$ cat src/rtl/uart_rx_fifo_if.sv
// uart_rx_fifo_if
// Handshake bundle between the UART receiver, the receive FIFO and the
// consumer (CPU/MMIO read path).
//   in_data/in_valid/in_ready    : sink side, receiver -> FIFO
//   out_data/out_valid/out_ready : source side, FIFO -> consumer
// Modports:
//   slave  : FIFO view (accepts in_*, drives out_data/out_valid and in_ready)
//   master : environment view (drives in_*, out_ready)
interface uart_rx_fifo_if #(
  parameter int WIDTH = 8
);
  logic [WIDTH-1:0] in_data;
  logic             in_valid;
  logic             in_ready;
  logic [WIDTH-1:0] out_data;
  logic             out_valid;
  logic             out_ready;

  modport slave (
    input  in_data, in_valid, out_ready,
    output in_ready, out_data, out_valid
  );

  modport master (
    output in_data, in_valid, out_ready,
    input  in_ready, out_data, out_valid
  );
endinterface

$ cat src/rtl/uart_rx_fifo.sv
// uart_rx_fifo
// Receive-side byte buffer: DEPTH-entry circular buffer, first-word-fall-
// through output. The UART line has no flow control, so input is always
// accepted; a byte arriving while full (and not being made room for by a
// simultaneous pop) is dropped and a sticky overflow flag is raised.
// Ports:
//   clk, rst      : single clock, synchronous active-high reset
//   bus (slave)   : in_data/in_valid/in_ready sink, out_data/out_valid/out_ready source
//   count         : number of stored entries
//   full          : count == DEPTH
//   overflow      : sticky drop flag, cleared by overflow_clr (set wins)
//   overflow_clr  : clears overflow (and drop_count when enabled)
//   drop_count    : saturating drop counter
// Optional feature: define UART_RX_FIFO_DROP_CNT_EN to build the 8-bit
// saturating drop counter; otherwise drop_count is tied to zero.
module uart_rx_fifo #(
  parameter  int DEPTH = 8,
  parameter  int WIDTH = 8,
  localparam int AW    = $clog2(DEPTH),
  localparam int CW    = AW + 1
) (
  input  logic          clk,
  input  logic          rst,
  uart_rx_fifo_if.slave bus,
  output logic [CW-1:0] count,
  output logic          full,
  output logic          overflow,
  input  logic          overflow_clr,
  output logic [7:0]    drop_count
);

  localparam logic [AW-1:0] PTR_ONE   = AW'(1);
  localparam logic [CW-1:0] CNT_ONE   = CW'(1);
  localparam logic [CW-1:0] CNT_DEPTH = CW'(DEPTH);

  logic [WIDTH-1:0] mem [DEPTH];
  logic [AW-1:0]    wr_ptr_q, wr_ptr_d;
  logic [AW-1:0]    rd_ptr_q, rd_ptr_d;
  logic [CW-1:0]    count_q,  count_d;
  logic             overflow_q, overflow_d;

  logic full_s, out_valid_s, pop_s, push_s, drop_s;

  assign full_s      = (count_q == CNT_DEPTH);
  assign out_valid_s = (count_q != {CW{1'b0}});
  assign pop_s       = out_valid_s & bus.out_ready;
  // A full FIFO still accepts a byte when the head leaves in the same cycle.
  assign push_s      = bus.in_valid & bus.in_ready & ~(full_s & ~pop_s);
  assign drop_s      = bus.in_valid & full_s & ~pop_s;

  // Next-state logic for pointers, occupancy and the sticky overflow flag.
  always_comb begin
    wr_ptr_d   = wr_ptr_q;
    rd_ptr_d   = rd_ptr_q;
    count_d    = count_q;
    overflow_d = overflow_q;
    if (push_s) begin
      wr_ptr_d = wr_ptr_q + PTR_ONE;
    end else begin
      wr_ptr_d = wr_ptr_q;
    end
    if (pop_s) begin
      rd_ptr_d = rd_ptr_q + PTR_ONE;
    end else begin
      rd_ptr_d = rd_ptr_q;
    end
    case ({push_s, pop_s})
      2'b10:   count_d = count_q + CNT_ONE;
      2'b01:   count_d = count_q - CNT_ONE;
      default: count_d = count_q;
    endcase
    // Set has priority over clear so a drop is never lost.
    if (drop_s) begin
      overflow_d = 1'b1;
    end else if (overflow_clr) begin
      overflow_d = 1'b0;
    end else begin
      overflow_d = overflow_q;
    end
  end

  // Control state registers with synchronous reset.
  always_ff @(posedge clk) begin
    if (rst) begin
      wr_ptr_q   <= '0;
      rd_ptr_q   <= '0;
      count_q    <= '0;
      overflow_q <= 1'b0;
    end else begin
      wr_ptr_q   <= wr_ptr_d;
      rd_ptr_q   <= rd_ptr_d;
      count_q    <= count_d;
      overflow_q <= overflow_d;
    end
  end

  // Storage array; contents are intentionally not reset.
  always_ff @(posedge clk) begin
    if (push_s && !rst) begin
      mem[wr_ptr_q] <= bus.in_data;
    end
  end

`ifdef UART_RX_FIFO_DROP_CNT_EN
  logic [7:0] drop_cnt_q, drop_cnt_d;

  // Drop counter next state: a coincident clear and drop leaves exactly one.
  always_comb begin
    drop_cnt_d = drop_cnt_q;
    if (overflow_clr && drop_s) begin
      drop_cnt_d = 8'd1;
    end else if (overflow_clr) begin
      drop_cnt_d = 8'd0;
    end else if (drop_s && (drop_cnt_q != 8'd255)) begin
      drop_cnt_d = drop_cnt_q + 8'd1;
    end else begin
      drop_cnt_d = drop_cnt_q;
    end
  end

  // Drop counter register.
  always_ff @(posedge clk) begin
    if (rst) begin
      drop_cnt_q <= 8'd0;
    end else begin
      drop_cnt_q <= drop_cnt_d;
    end
  end

  assign drop_count = drop_cnt_q;
`else
  assign drop_count = 8'd0;
`endif

  assign bus.in_ready  = 1'b1;
  assign bus.out_valid = out_valid_s;
  assign bus.out_data  = mem[rd_ptr_q];
  assign count         = count_q;
  assign full          = full_s;
  assign overflow      = overflow_q;

endmodule

$ cat src/flat_wrapper.sv
// flat-port wrapper written by rule: the top's interface ports become plain ports
module uart_rx_fifo_flat 
#(
  parameter  int DEPTH = 8,
  parameter  int WIDTH = 8,
  localparam int AW    = $clog2(DEPTH),
  localparam int CW    = AW + 1
)
  (clk, rst, count, full, overflow, overflow_clr, drop_count, bus_in_data, bus_in_valid, bus_out_ready, bus_in_ready, bus_out_data, bus_out_valid);
  uart_rx_fifo_if #(.WIDTH(WIDTH)) bus_i ();
  input  logic clk;
  input  logic rst;
  output logic [CW-1:0] count;
  output logic full;
  output logic overflow;
  input  logic overflow_clr;
  output logic [7:0] drop_count;
  input wire logic [$bits(bus_i.in_data)-1:0] bus_in_data;
  input wire logic [$bits(bus_i.in_valid)-1:0] bus_in_valid;
  input wire logic [$bits(bus_i.out_ready)-1:0] bus_out_ready;
  output wire logic [$bits(bus_i.in_ready)-1:0] bus_in_ready;
  output wire logic [$bits(bus_i.out_data)-1:0] bus_out_data;
  output wire logic [$bits(bus_i.out_valid)-1:0] bus_out_valid;
  assign bus_i.in_data = bus_in_data;
  assign bus_i.in_valid = bus_in_valid;
  assign bus_i.out_ready = bus_out_ready;
  assign bus_in_ready = bus_i.in_ready;
  assign bus_out_data = bus_i.out_data;
  assign bus_out_valid = bus_i.out_valid;
  uart_rx_fifo #(.DEPTH(DEPTH), .WIDTH(WIDTH)) u_core (.clk(clk), .rst(rst), .bus(bus_i), .count(count), .full(full), .overflow(overflow), .overflow_clr(overflow_clr), .drop_count(drop_count));
endmodule
$ cat config.mk
export PLATFORM = sky130hd
export DESIGN_NAME = uart_rx_fifo_flat
export DESIGN_NICKNAME = d
export VERILOG_FILES = /design/src/rtl/uart_rx_fifo_if.sv /design/src/rtl/uart_rx_fifo.sv /design/src/flat_wrapper.sv
export SDC_FILE = /design/constraint.sdc
export NUM_CORES = 1
export LEC_CHECK = 0
export CAP_MARGIN = 20
export CORE_MARGIN = 3
export CORE_UTILIZATION = 50
export CTS_BUF_LIST = sky130_fd_sc_hd__clkbuf_8 sky130_fd_sc_hd__clkbuf_16
export DETAILED_ROUTE_END_ITERATION = 8
export GPL_ROUTABILITY_DRIVEN = 0
export PLACE_DENSITY = 0.72
export SYNTH_ARGS = -nofsm -noshare
export SYNTH_HDL_FRONTEND = slang
export SYNTH_SLANG_ARGS = --single-unit
$ cat constraint.sdc
create_clock -name clk -period 4.12 [get_ports clk]
set_clock_uncertainty 0.05 [all_clocks]
set_input_delay 0.824 -clock clk [delete_from_list [all_inputs] [get_ports clk]]
set_output_delay 0.824 -clock clk [all_outputs]
set_load 0.05 [all_outputs]
# Yosys cells after proc, flatten, opt, wreduce, memory -nomap -nowiden

Memories as Yosys holds them, arrays and structs flattened. A register that Yosys moved wholly into a read port is not among the register bits.
Index checks and enable logic that the tools add are counted.

Muxes and demuxes: 7
Reductions and logical operators: 5
Add/sub/neg operators: 4
Bitwise logic cells: 7
Eq/ne operators: 3

Operator list:

| kind                  | count |
|---|---|
| $pmux W4 S2           | 1 |
| $add A3 B1 Y3 const B | 2 |
| $mux W3               | 2 |
| $and A1 B1 Y1         | 5 |
| $add A4 B1 Y4 const B | 1 |
| $eq A4 B4 Y1 const B  | 1 |
| $mux W1               | 4 |
| $reduce_bool A2 Y1    | 2 |
| $reduce_bool A4 Y1    | 1 |
| $sub A4 B1 Y4 const B | 1 |
| $eq A2 B1 Y1 const B  | 1 |
| $eq A2 B2 Y1 const B  | 1 |
| $not A1 Y1            | 2 |
| $logic_and A1 B1 Y1   | 1 |
| $logic_not A1 Y1      | 1 |

Bits in registers: 11
Memory bits (writable): 64
Memories: 1
Input port bits: 13

Memories:

| memory     | words | width | rd ports | clocked after Yosys merged registers in | wr ports | RTL line           | source |
|---|---|---|---|---|---|---|---|
| u_core.mem | 8     | 8     | 1        | 1                                       | 1        | uart_rx_fifo.sv:36 | `logic [WIDTH-1:0] mem [DEPTH];` |

# Logic depth before layout (Yosys ltp)

Gate-level depths: netlist (run 1).

Depth in word-level cells: 9
Mapped depth: 10

# Least setup slack after synthesis (run 1)

Ideal clock, no wire load.

Path kind: reg-to-reg
From: reg u_core.count_q[0] (netlist: u_core.count[0])
To: reg u_core.count_q[3] (netlist: u_core.count[3])
Cell stages (with the launch flop): 8
Arrival: 2.959 ns
Required time: 3.949 ns
Slack: 0.991 ns
Cells stage by stage: dfxtp_1 or4_1 nand2_1 inv_1 ha_1 or3_2 o32ai_1 mux2_2

Word-level cells in the longest chain between the ends: 8

Ends and longest elaborated chain:

| element                                           | RTL line           | source |
|---|---|---|
| start: declaration                                | uart_rx_fifo.sv:39 | `logic [CW-1:0] count_q, count_d;` |
| start signal: assignment                          | uart_rx_fifo.sv:92 | `count_q <= count_d;` |
| $reduce_bool A4 Y1 (*)                            | uart_rx_fifo.sv:45 | `assign out_valid_s = (count_q != {CW{1'b0}});` |
| named net bus_out_valid                           | flat_wrapper.sv:23 | `output wire logic [$bits(bus_i.out_valid)-1:0] bus_out_valid;` |
| $and A1 B1 Y1 (*)                                 | uart_rx_fifo.sv:46 | `assign pop_s = out_valid_s & bus.out_ready;` |
| named net u_core.pop_s                            | uart_rx_fifo.sv:42 | `logic full_s, out_valid_s, pop_s, push_s, drop_s;` |
| $not A1 Y1                                        | uart_rx_fifo.sv:48 | `assign push_s = bus.in_valid & bus.in_ready & ~(full_s & ~pop_s);` |
| $and A1 B1 Y1                                     | uart_rx_fifo.sv:48 |  |
| $not A1 Y1                                        | uart_rx_fifo.sv:48 |  |
| $and A1 B1 Y1                                     | uart_rx_fifo.sv:48 |  |
| $eq A2 B1 Y1 or $eq A2 B2 Y1 (tied branches)      | uart_rx_fifo.sv:67 | `case ({push_s, pop_s})` |
| $pmux W4 S2 or $reduce_bool A2 Y1 (tied branches) | --                 |  |

The timed path passes the listed nets; every way through them passes the cells marked *.
A chain may end at the register's enable or synchronous reset.

==> results.toml, run 1 <==
[status]
status = "completed"

[die]
dieArea_um2 = 7389
coreArea_um2 = 6061
rows = 28
initial_core_util_pct = 52.75
dieWidth_um = 85.96
io_pins = 37
dieHeight_um = 85.96

[setup_path]
r2r-start = "u_core.count[0]"
path_class = "reg -> out"
crit_path_max_incr_delay_ps = 860
rrSetupSlack_ps = 1220
crit_path_end_kind = "primary output"
slowest_stage = "dfxtp_1"
worstPathCellList = "mux4_2 -> mux2_2 -> clkdlybuf4s50_1"
arrival_ps = 2600
cp_max_fo = 16
cp_data_required_time_ps = 3250
critPathLaunchType = "register"

[clocking]
cts_max_level = 3
cts_inserted_buffers = 9
cts-resized-gates = 0
clkTransAtPathRegs_ps = 80
post_cts_buffers = 0
clock_sinks = 78
cts_tree = "yes"
hold_buffers = 0
root_buffer = "clkbuf_8"
clock_latency_ps = 330
cts.path.max_buffers = 2

[synthesis]
ys_async_sr_fraction_pct = 0
seq_area_frac_synth_pct = 68.88
synth_warnings = 0
synth.avg_cell_area_um2 = 17.10
syn_area_um2 = 3197
synth.distinct_cells = 33
ys.flop_type = "edfxtp_1"
synth.top_cell.area_share_pct = 60.12
synth.largest_area_cell = "edfxtp_1"
ys_ff_latch = 78
synth_edf_count = 64
synth_area_leaders = "edfxtp_1 (60%), mux4_2 (11%), dfxtp_1 (8.8%)"
synth_cells = 187

[grt]
grt_max_degree = 18
grt_pass1_vias = 1724
grt-busiest-layer = "met2"
use_met3_pct = 3.939
grt_overflow = 0
grtUsageTotal_pct = 16.56
grt_pass1_wl_um = 8776
grt.met2_usage_pct = 27.19
antenna_found_initial = 0
use_met1_pct = 19.78

[pwr]
p_leak_nw = 1.297
p_sw_mw = 0.6894
pwr-share-comb_pct = 28.5
swShare_pct = 30.89
power_frac_seq_pct = 42.5
p_int_mw = 1.542
p_per_area_nw_per_um2 = 589.7
irDropWorstVdd_uv = 378.4
power_frac_clock_pct = 28.9

[sta]
final.setup.tns_ps = 0
min_period_ps = 3471
setup_ws_ps = 648.9
worst_slew_pin_slew_ps = 926.2
worst_hold_slack_ps = 456.4
hold_viol = 0
rsz0062_at_grt = "false"
slew_headroom_pct = 38.03
drv_slew = 0
clock.fmax_ghz = 0.2881
min_period_over_period_pct = 84.25
setup-violations-final = 0

[placed_design]
post-dp-hpwl_um = 3666
place_ws_ps = 864.2
numPortBuffers = 27
placed_area_um2 = 3538

[cells_and_area]
post-route-cell-area_um2 = 3785
syn2layout_area_growth_pct = 18.40
fin_nets = 239
antenna_cells = 0
drive_above_1_share_pct = 22.57
nFillCells = 435

[flow_run]
drv_cap = 0

[min_path]
min_from = "u_core.rd_ptr_q[1]"
hold_class = "reg -> reg"

[routing]
drtAntennaViolNets = 0
drt_iter0_markers = 117
drt-vias-per-instance = 5.515
wl_per_cell_um = 18.32
vias = 1660
drc = 0
dr.pass1.iters = 4
totalWireLength_um = 5515
## cells in the final DEF, fill, tap and decap left out, drive strengths merged, types with 3 or more instances in the layout
| cell type | netlist | layout |
|---|---|---|
| buf | 14 | 8 |
| conb | 2 | 9 |
| nor3 | 3 | 3 |
| nand2 | 3 | 3 |
| nor2 | 14 | 14 |
| dfxtp | 14 | 14 |
| ha | 5 | 5 |
| a21oi | 5 | 5 |
| xor2 | 7 | 7 |
| mux4 | 16 | 16 |
| clkbuf | 5 | 12 |
| nor2b | 5 | 5 |
| clkdlybuf4s50 | 0 | 27 |
| mux2 | 9 | 9 |
| edfxtp | 64 | 64 |
| inv | 2 | 3 |
## cell families (layout without fill, tap and decap cells)
family | count (synthesis) | count (layout) | share of synthesized area, %
muxes | 27 | 27 | 15.07
DFF | 78 | 78 | 68.88
xor gates and xnor gates | 7 | 7 | 1.918
buffers and inverters | 21 | 53 | 3.640
and+or+nand+nor | 36 | 36 | 5.911
adders and majority gates | 5 | 5 | 1.957
other | 2 | 9 | 0.2349
AOI/OAI and AO/OA | 11 | 11 | 2.387
## per-layer routing
layer / up-vias / part of all wire (%)
met2: 40 / 52
met3: 12 / 3.9
met1: 841 / 41
met5: - / 0
met4: 0 / 2.7
li1: 767 / -
## synth_stat cells, types with 5 or more instances
| master | n |
|---|---|
| clkbuf_1 | 5 |
| xor2_1 | 7 |
| buf_4 | 9 |
| mux4_2 | 16 |
| dfxtp_1 | 14 |
| nor2b_1 | 5 |
| ha_1 | 5 |
| a21oi_1 | 5 |
| edfxtp_1 | 64 |
| mux2_2 | 9 |
| nor2_1 | 13 |
## state kept, by name (all words and copies together) (netlist names), named ones only
register and cells:
u_core.count 4, u_core.overflow 1, u_core.mem 64, u_core.wr_ptr_q 3, u_core.rd_ptr_q 3
## metrics by stage
stage / std cells / util, % / power, mW
after global routing: 301 / 62.45 / 2.335
after global placement: 285 / 58.38 / 1.582
after detailed placement: 285 / 58.38 / 1.609
after floorplan: 194 / - / 1.431
final: 301 / 62.45 / 2.232
after CTS: 301 / 62.45 / 2.257
## final timing paths
| kind | to | depth (start not counted) |
|---|---|---|
| worst min register to register | u_core.rd_ptr_q[1] | 2 |
| worst min-delay path | u_core.rd_ptr_q[1] | 2 |
| worst max register to register | u_core.count[3] | 6 |
| worst max-delay path | bus_out_data[2] | 3 |
## critical path: cells and delay by family (launching register included)
kind,cells,cell delay (ps)
buffers and inverters,1,700
flip-flops,1,860
multiplexers,2,700
## power by group through the flow
stage	Clock, mW	Combinational (mW)	Sequential [mW]
final	0.646	0.637	0.949
after global routing	0.701	0.679	0.955
after CTS	0.664	0.644	0.948
after detailed placement	0	0.643	0.966
after global placement	0	0.622	0.960
after floorplan	0	0.438	0.993
## layout make-up
cell class | instances | area (µm²) | share of cell area, %
multi-input combinational | 95 | 904.6 | 23.90
clock inverter | 4 | 47.55 | 1.256
sequential | 78 | 2202 | 58.18
inverter | 2 | 7.507 | 0.1983
timing repair buffer | 35 | 330.3 | 8.727
clock buffer | 12 | 198.9 | 5.256
tap | 75 | 93.84 | 2.479
Power figures use the tool's default switching activity.
==> inputs of run 2 (changes only) <==
==> constraint.sdc (replaced) <==
create_clock -name clk -period 3.22 [get_ports clk]
set_clock_uncertainty 0.05 [all_clocks]
set_input_delay 0.644 -clock clk [delete_from_list [all_inputs] [get_ports clk]]
set_output_delay 0.644 -clock clk [all_outputs]
set_load 0.05 [all_outputs]
==> results.toml, run 2 (synthesis results as in run 1) <==
[die]
dieHeight_um = 85.96
coreArea_um2 = 6061
dieArea_um2 = 7389
rows = 28
dieWidth_um = 85.96
io_pins = 37
initial_core_util_pct = 52.75

[cells_and_area]
fin_nets = 243
largest_reg_flops = 64
drive_above_1_share_pct = 27.83
final_common_cell = "edfxtp_1"
multi_input_area_um2 = 904.6
nFillCells = 433
antenna_cells = 0
syn2layout_area_growth_pct = 18.63
final_cell_mix = "edfxtp_1 (64), buf_4 (20), clkdlybuf4s50_1 (19)"
seqCellArea_um2 = 2202
regMostFlops = "u_core.mem"

[sta]
worst_slew_pin_slew_ps = 510.4
rsz0062_at_grt = "false"
drv_slew = 0
worst_hold_slack_ps = 470.8
min_period_over_period_pct = 93.08
setup-violations-final = 0
hold_viol = 0
min_period_ps = 2997
clock.fmax_ghz = 0.3336
final.setup.tns_ps = 0
slew_headroom_pct = 65.92

[routing]
dr.pass1.iters = 6
drtAntennaViolNets = 0
totalWireLength_um = 5708
drt_iter0_markers = 69
wl_per_cell_um = 18.71
drc = 0
vias = 1686
drt-vias-per-instance = 5.528

[grt]
grt_pass1_vias = 1739
grt_pass1_wl_um = 9280
grt_max_degree = 17
grtUsageTotal_pct = 17.28
antenna_found_initial = 0
grt_overflow = 0

[pwr]
irDropWorstVdd_uv = 723.6
p_per_area_nw_per_um2 = 752.0
p_leak_nw = 1.321

[clocking]
clock_sinks = 78
post_cts_buffers = 0
cts_inserted_buffers = 9
cts_max_level = 3
cts-resized-gates = 0
clock_latency_ps = 340
clkTransAtPathRegs_ps = 80
root_buffer = "clkbuf_8"
hold_buffers = 0
cts.path.max_buffers = 2
cts_tree = "yes"

[setup_path]
crit_path_end_kind = "primary output"
crit_path_max_incr_delay_ps = 800
path_class = "reg -> out"
cp.depth = 3
critPathTopFamily = "buffers and inverters"
r2r-start = "u_core.count[0]"
critPathLaunchType = "register"
rr_worst_depth = 6
arrival_ps = 2300
cp_data_required_time_ps = 2530
slowest_stage = "clkdlybuf4s50_1"
cp_max_fo = 7
cp_num_buf_inv = 2
rrSetupSlack_ps = 320
worstPathCellList = "or4b_1 -> inv_1 -> clkdlybuf4s50_1"
r2r-end = "u_core.count[3]"

[flow_run]
drv_cap = 0

[min_path]
hold_class = "reg -> reg"
min_from = "u_core.rd_ptr_q[1]"
min_to = "u_core.rd_ptr_q[1]"
min_path_cells = 2

[placed_design]
numPortBuffers = 27
post-dp-hpwl_um = 3729

[status]
status = "completed"
==> run 2: cell types whose count changed in the layout (fill, tap and decap cells not counted) <==
cell             change
buf_4               +12
clkbuf_16            -1
clkbuf_8             +1
clkdlybuf4s50_1      -8
clkinv_2             -1
inv_1                -1
inv_4                +1
inv_8                +1
==> run 2: final cells by class <==
class,count,share of cell area (%)
inverter,2,0.1980
multi-input combinational,95,23.85
clock buffer,12,4.949
clock inverter,4,1.485
sequential,78,58.07
timing repair buffer,39,8.974
tap,75,2.474
==> run 2: routing by layer <==
layer / GRT usage [%] / share of wire [%] / vias up
met3: 5.572 / 5.0 / 8
met5: 0 / 0 / -
met1: 21.59 / 43 / 857
met2: 28.38 / 51 / 43
li1: - / - / 778
met4: 6.043 / 1.7 / 0
==> run 2: how the worst max path moves through the flow <==
stage	start	end	slack (ps)
after CTS	u_core.count[0]	full	200
after global placement	bus_out_ready	u_core.count[3]	250
after floorplan	u_core.count[0]	u_core.count[3]	90
after global routing	u_core.count[0]	full	130
final	u_core.count[0]	full	220
after detailed placement	bus_out_ready	u_core.count[3]	130
==> run 2: where the power goes <==
group	internal, mW	total (mW)	switching [mW]
sequential	1.15	1.20	0.0493
clock	0.480	0.829	0.349
combinational	0.322	0.826	0.504
==> run 2: through the flow <==
step | util (%) | instances | total power [mW] | cell area (µm²) | setup slack [ps]
global placement | 58.55 | 289 | 2.019 | 3548 | 248.5
detailed placement | 58.55 | 289 | 2.049 | 3548 | 131.6
CTS | 62.57 | 305 | 2.879 | 3792 | 195.4
floorplan | - | 194 | 1.831 | 3223 | 90.54
finish | 62.57 | 305 | 2.852 | 3792 | 222.8
global route | 62.57 | 305 | 3.001 | 3792 | 132.3
==> run 2: worst register-to-register path, stage by stage (launching register included) <==
cell,delay (ps)
dfxtp_1,380
or4b_1,670
o21ai_4,300
ha_1,360
or3_2,500
o32ai_1,170
mux2_2,370
==> inputs of run 3 (changes only) <==
--- a/config.mk
+++ b/config.mk
@@ -12,6 +12,7 @@
 export DETAILED_ROUTE_END_ITERATION = 8
 export GPL_ROUTABILITY_DRIVEN = 0
 export PLACE_DENSITY = 0.72
+export REMOVE_ABC_BUFFERS = 1
 export SYNTH_ARGS = -nofsm -noshare
 export SYNTH_HDL_FRONTEND = slang
 export SYNTH_SLANG_ARGS = --single-unit
==> constraint.sdc (replaced) <==
create_clock -name clk -period 3.85 [get_ports clk]
set_clock_uncertainty 0.05 [all_clocks]
set_input_delay 0.77 -clock clk [delete_from_list [all_inputs] [get_ports clk]]
set_output_delay 0.77 -clock clk [all_outputs]
set_load 0.05 [all_outputs]
==> results.toml, run 3 (synthesis results as in run 1) <==
[status]
status = "completed"

[grt]
grt_max_degree = 18
grtUsageTotal_pct = 16.91
antenna_found_initial = 0
grt_pass1_wl_um = 9080
grt_pass1_vias = 1711
grt_overflow = 0

[clocking]
clock_latency_ps = 340
cts_max_level = 3
hold_buffers = 0
cts_inserted_buffers = 9
post_cts_buffers = 0
clkTransAtPathRegs_ps = 80
root_buffer = "clkbuf_8"
clock_sinks = 78
cts-resized-gates = 0
cts.path.max_buffers = 2
cts_tree = "yes"

[placed_design]
placed_area_um2 = 3553
place_ws_ps = 646.0
post-dp-hpwl_um = 3654
numPortBuffers = 27

[pwr]
pwr-share-comb_pct = 28.8
p_total_mw = 2.419
p_leak_nw = 1.299
power_frac_clock_pct = 29.7
p_per_area_nw_per_um2 = 637.8
p_int_mw = 1.666
swShare_pct = 31.13
p_sw_mw = 0.7530
irDropWorstVdd_uv = 474.4
power_frac_seq_pct = 41.5

[cells_and_area]
largest_reg_flops = 64
antenna_cells = 0
post-route-cell-area_um2 = 3792
final_common_cell = "edfxtp_1"
multi_input_area_um2 = 904.6
drive_above_1_share_pct = 23.25
regMostFlops = "u_core.mem"
fin_nets = 241
nFillCells = 428
seqCellArea_um2 = 2202
syn2layout_area_growth_pct = 18.63
utilization_pct = 62.57
final_cell_mix = "edfxtp_1 (64), clkdlybuf4s50_1 (27), mux4_2 (16)"

[die]
dieHeight_um = 85.96
io_pins = 37
coreArea_um2 = 6061
dieArea_um2 = 7389
rows = 28
dieWidth_um = 85.96
initial_core_util_pct = 52.75

[sta]
setup_ws_ps = 508.8
worst_slew_pin_slew_ps = 576.1
min_period_ps = 3341
hold_viol = 0
setup-violations-final = 0
clock.fmax_ghz = 0.2993
final.setup.tns_ps = 0
drv_slew = 0
slew_headroom_pct = 61.48
rsz0062_at_grt = "false"
min_period_over_period_pct = 86.78

[routing]
totalWireLength_um = 5577
wl_per_cell_um = 18.41
drc = 0
vias = 1674
drtAntennaViolNets = 0
dr.pass1.iters = 4
drt_iter0_markers = 126
drt-vias-per-instance = 5.525

[setup_path]
arrival_ps = 2520
critPathLaunchType = "register"
r2r-end = "u_core.count[3]"
worstPathCellList = "buf_4 -> mux4_2 -> mux2_2 -> clkdlybuf4s50_1"
path_class = "reg -> out"
crit_path_max_incr_delay_ps = 700
crit_path_end_kind = "primary output"
rrSetupSlack_ps = 990
rr_worst_depth = 6
cp_max_fo = 16
r2r-start = "u_core.count[0]"
slowest_stage = "clkdlybuf4s50_1"
cp_num_buf_inv = 2
critPathTopFamily = "buffers and inverters"
cp_data_required_time_ps = 3030

[min_path]
min_path_cells = 2
hold_class = "reg -> reg"
min_from = "u_core.rd_ptr_q[1]"

[flow_run]
drv_cap = 0
-- run 3: power by group through the flow --
stage	Combinational [mW]	Sequential (mW)	Clock, mW
after floorplan	0.418	1.09	0
after global placement	0.682	1.01	0
after detailed placement	0.703	1.02	0
after CTS	0.704	1.00	0.727
after global routing	0.748	1.01	0.762
final	0.697	1.00	0.719
-- run 3: cell type report --
type	count	area share, %
Clock inverter	7	3.035
Sequential cell	78	58.07
Multi-Input combinational cell	95	23.85
Clock buffer	9	3.266
Inverter	2	0.1980
Timing Repair Buffer	37	9.106
Tap cell	75	2.474
-- run 3: layer usage --
metal / up-vias / wire, µm / global-route usage (%)
met2: 57 / 2831 / 27.26
met1: 840 / 2329 / 21.78
met4: 0 / 87 / 6.475
met3: 9 / 329 / 4.803
li1: 768 / - / -
met5: - / 0 / 0
-- run 3: metrics by stage --
| step | instances | hold slack, ps |
|---|---|---|
| after detailed placement | 287 | 428.5 |
| after global placement | 287 | 419.8 |
| after CTS | 303 | 440.6 |
| after floorplan | 175 | 396.7 |
| final | 303 | 438.1 |
| after global routing | 303 | 505.4 |
-- run 3: how the worst max path moves through the flow --
| stage | from | endpoint | slack [ps] | cells past startpoint |
|---|---|---|---|---|
| detailed placement | bus_out_ready | u_core.count[3] | 650 | 6 |
| global route | register | bus_out_data[2] | 360 | 4 |
| CTS | register | bus_out_data[2] | 470 | 4 |
| global placement | bus_out_ready | u_core.count[3] | 720 | 6 |
| finish | register | bus_out_data[2] | 510 | 4 |
| floorplan | u_core.count[0] | u_core.count[3] | 720 | 7 |
-- run 3: worst reg2reg max path: cells and delay by family, from the launching register on --
kind / cells / cell delay [ps]
simple gates: 2 / 1160
mux: 1 / 370
fa+ha+maj: 1 / 350
flops: 1 / 390
compound gates: 2 / 440
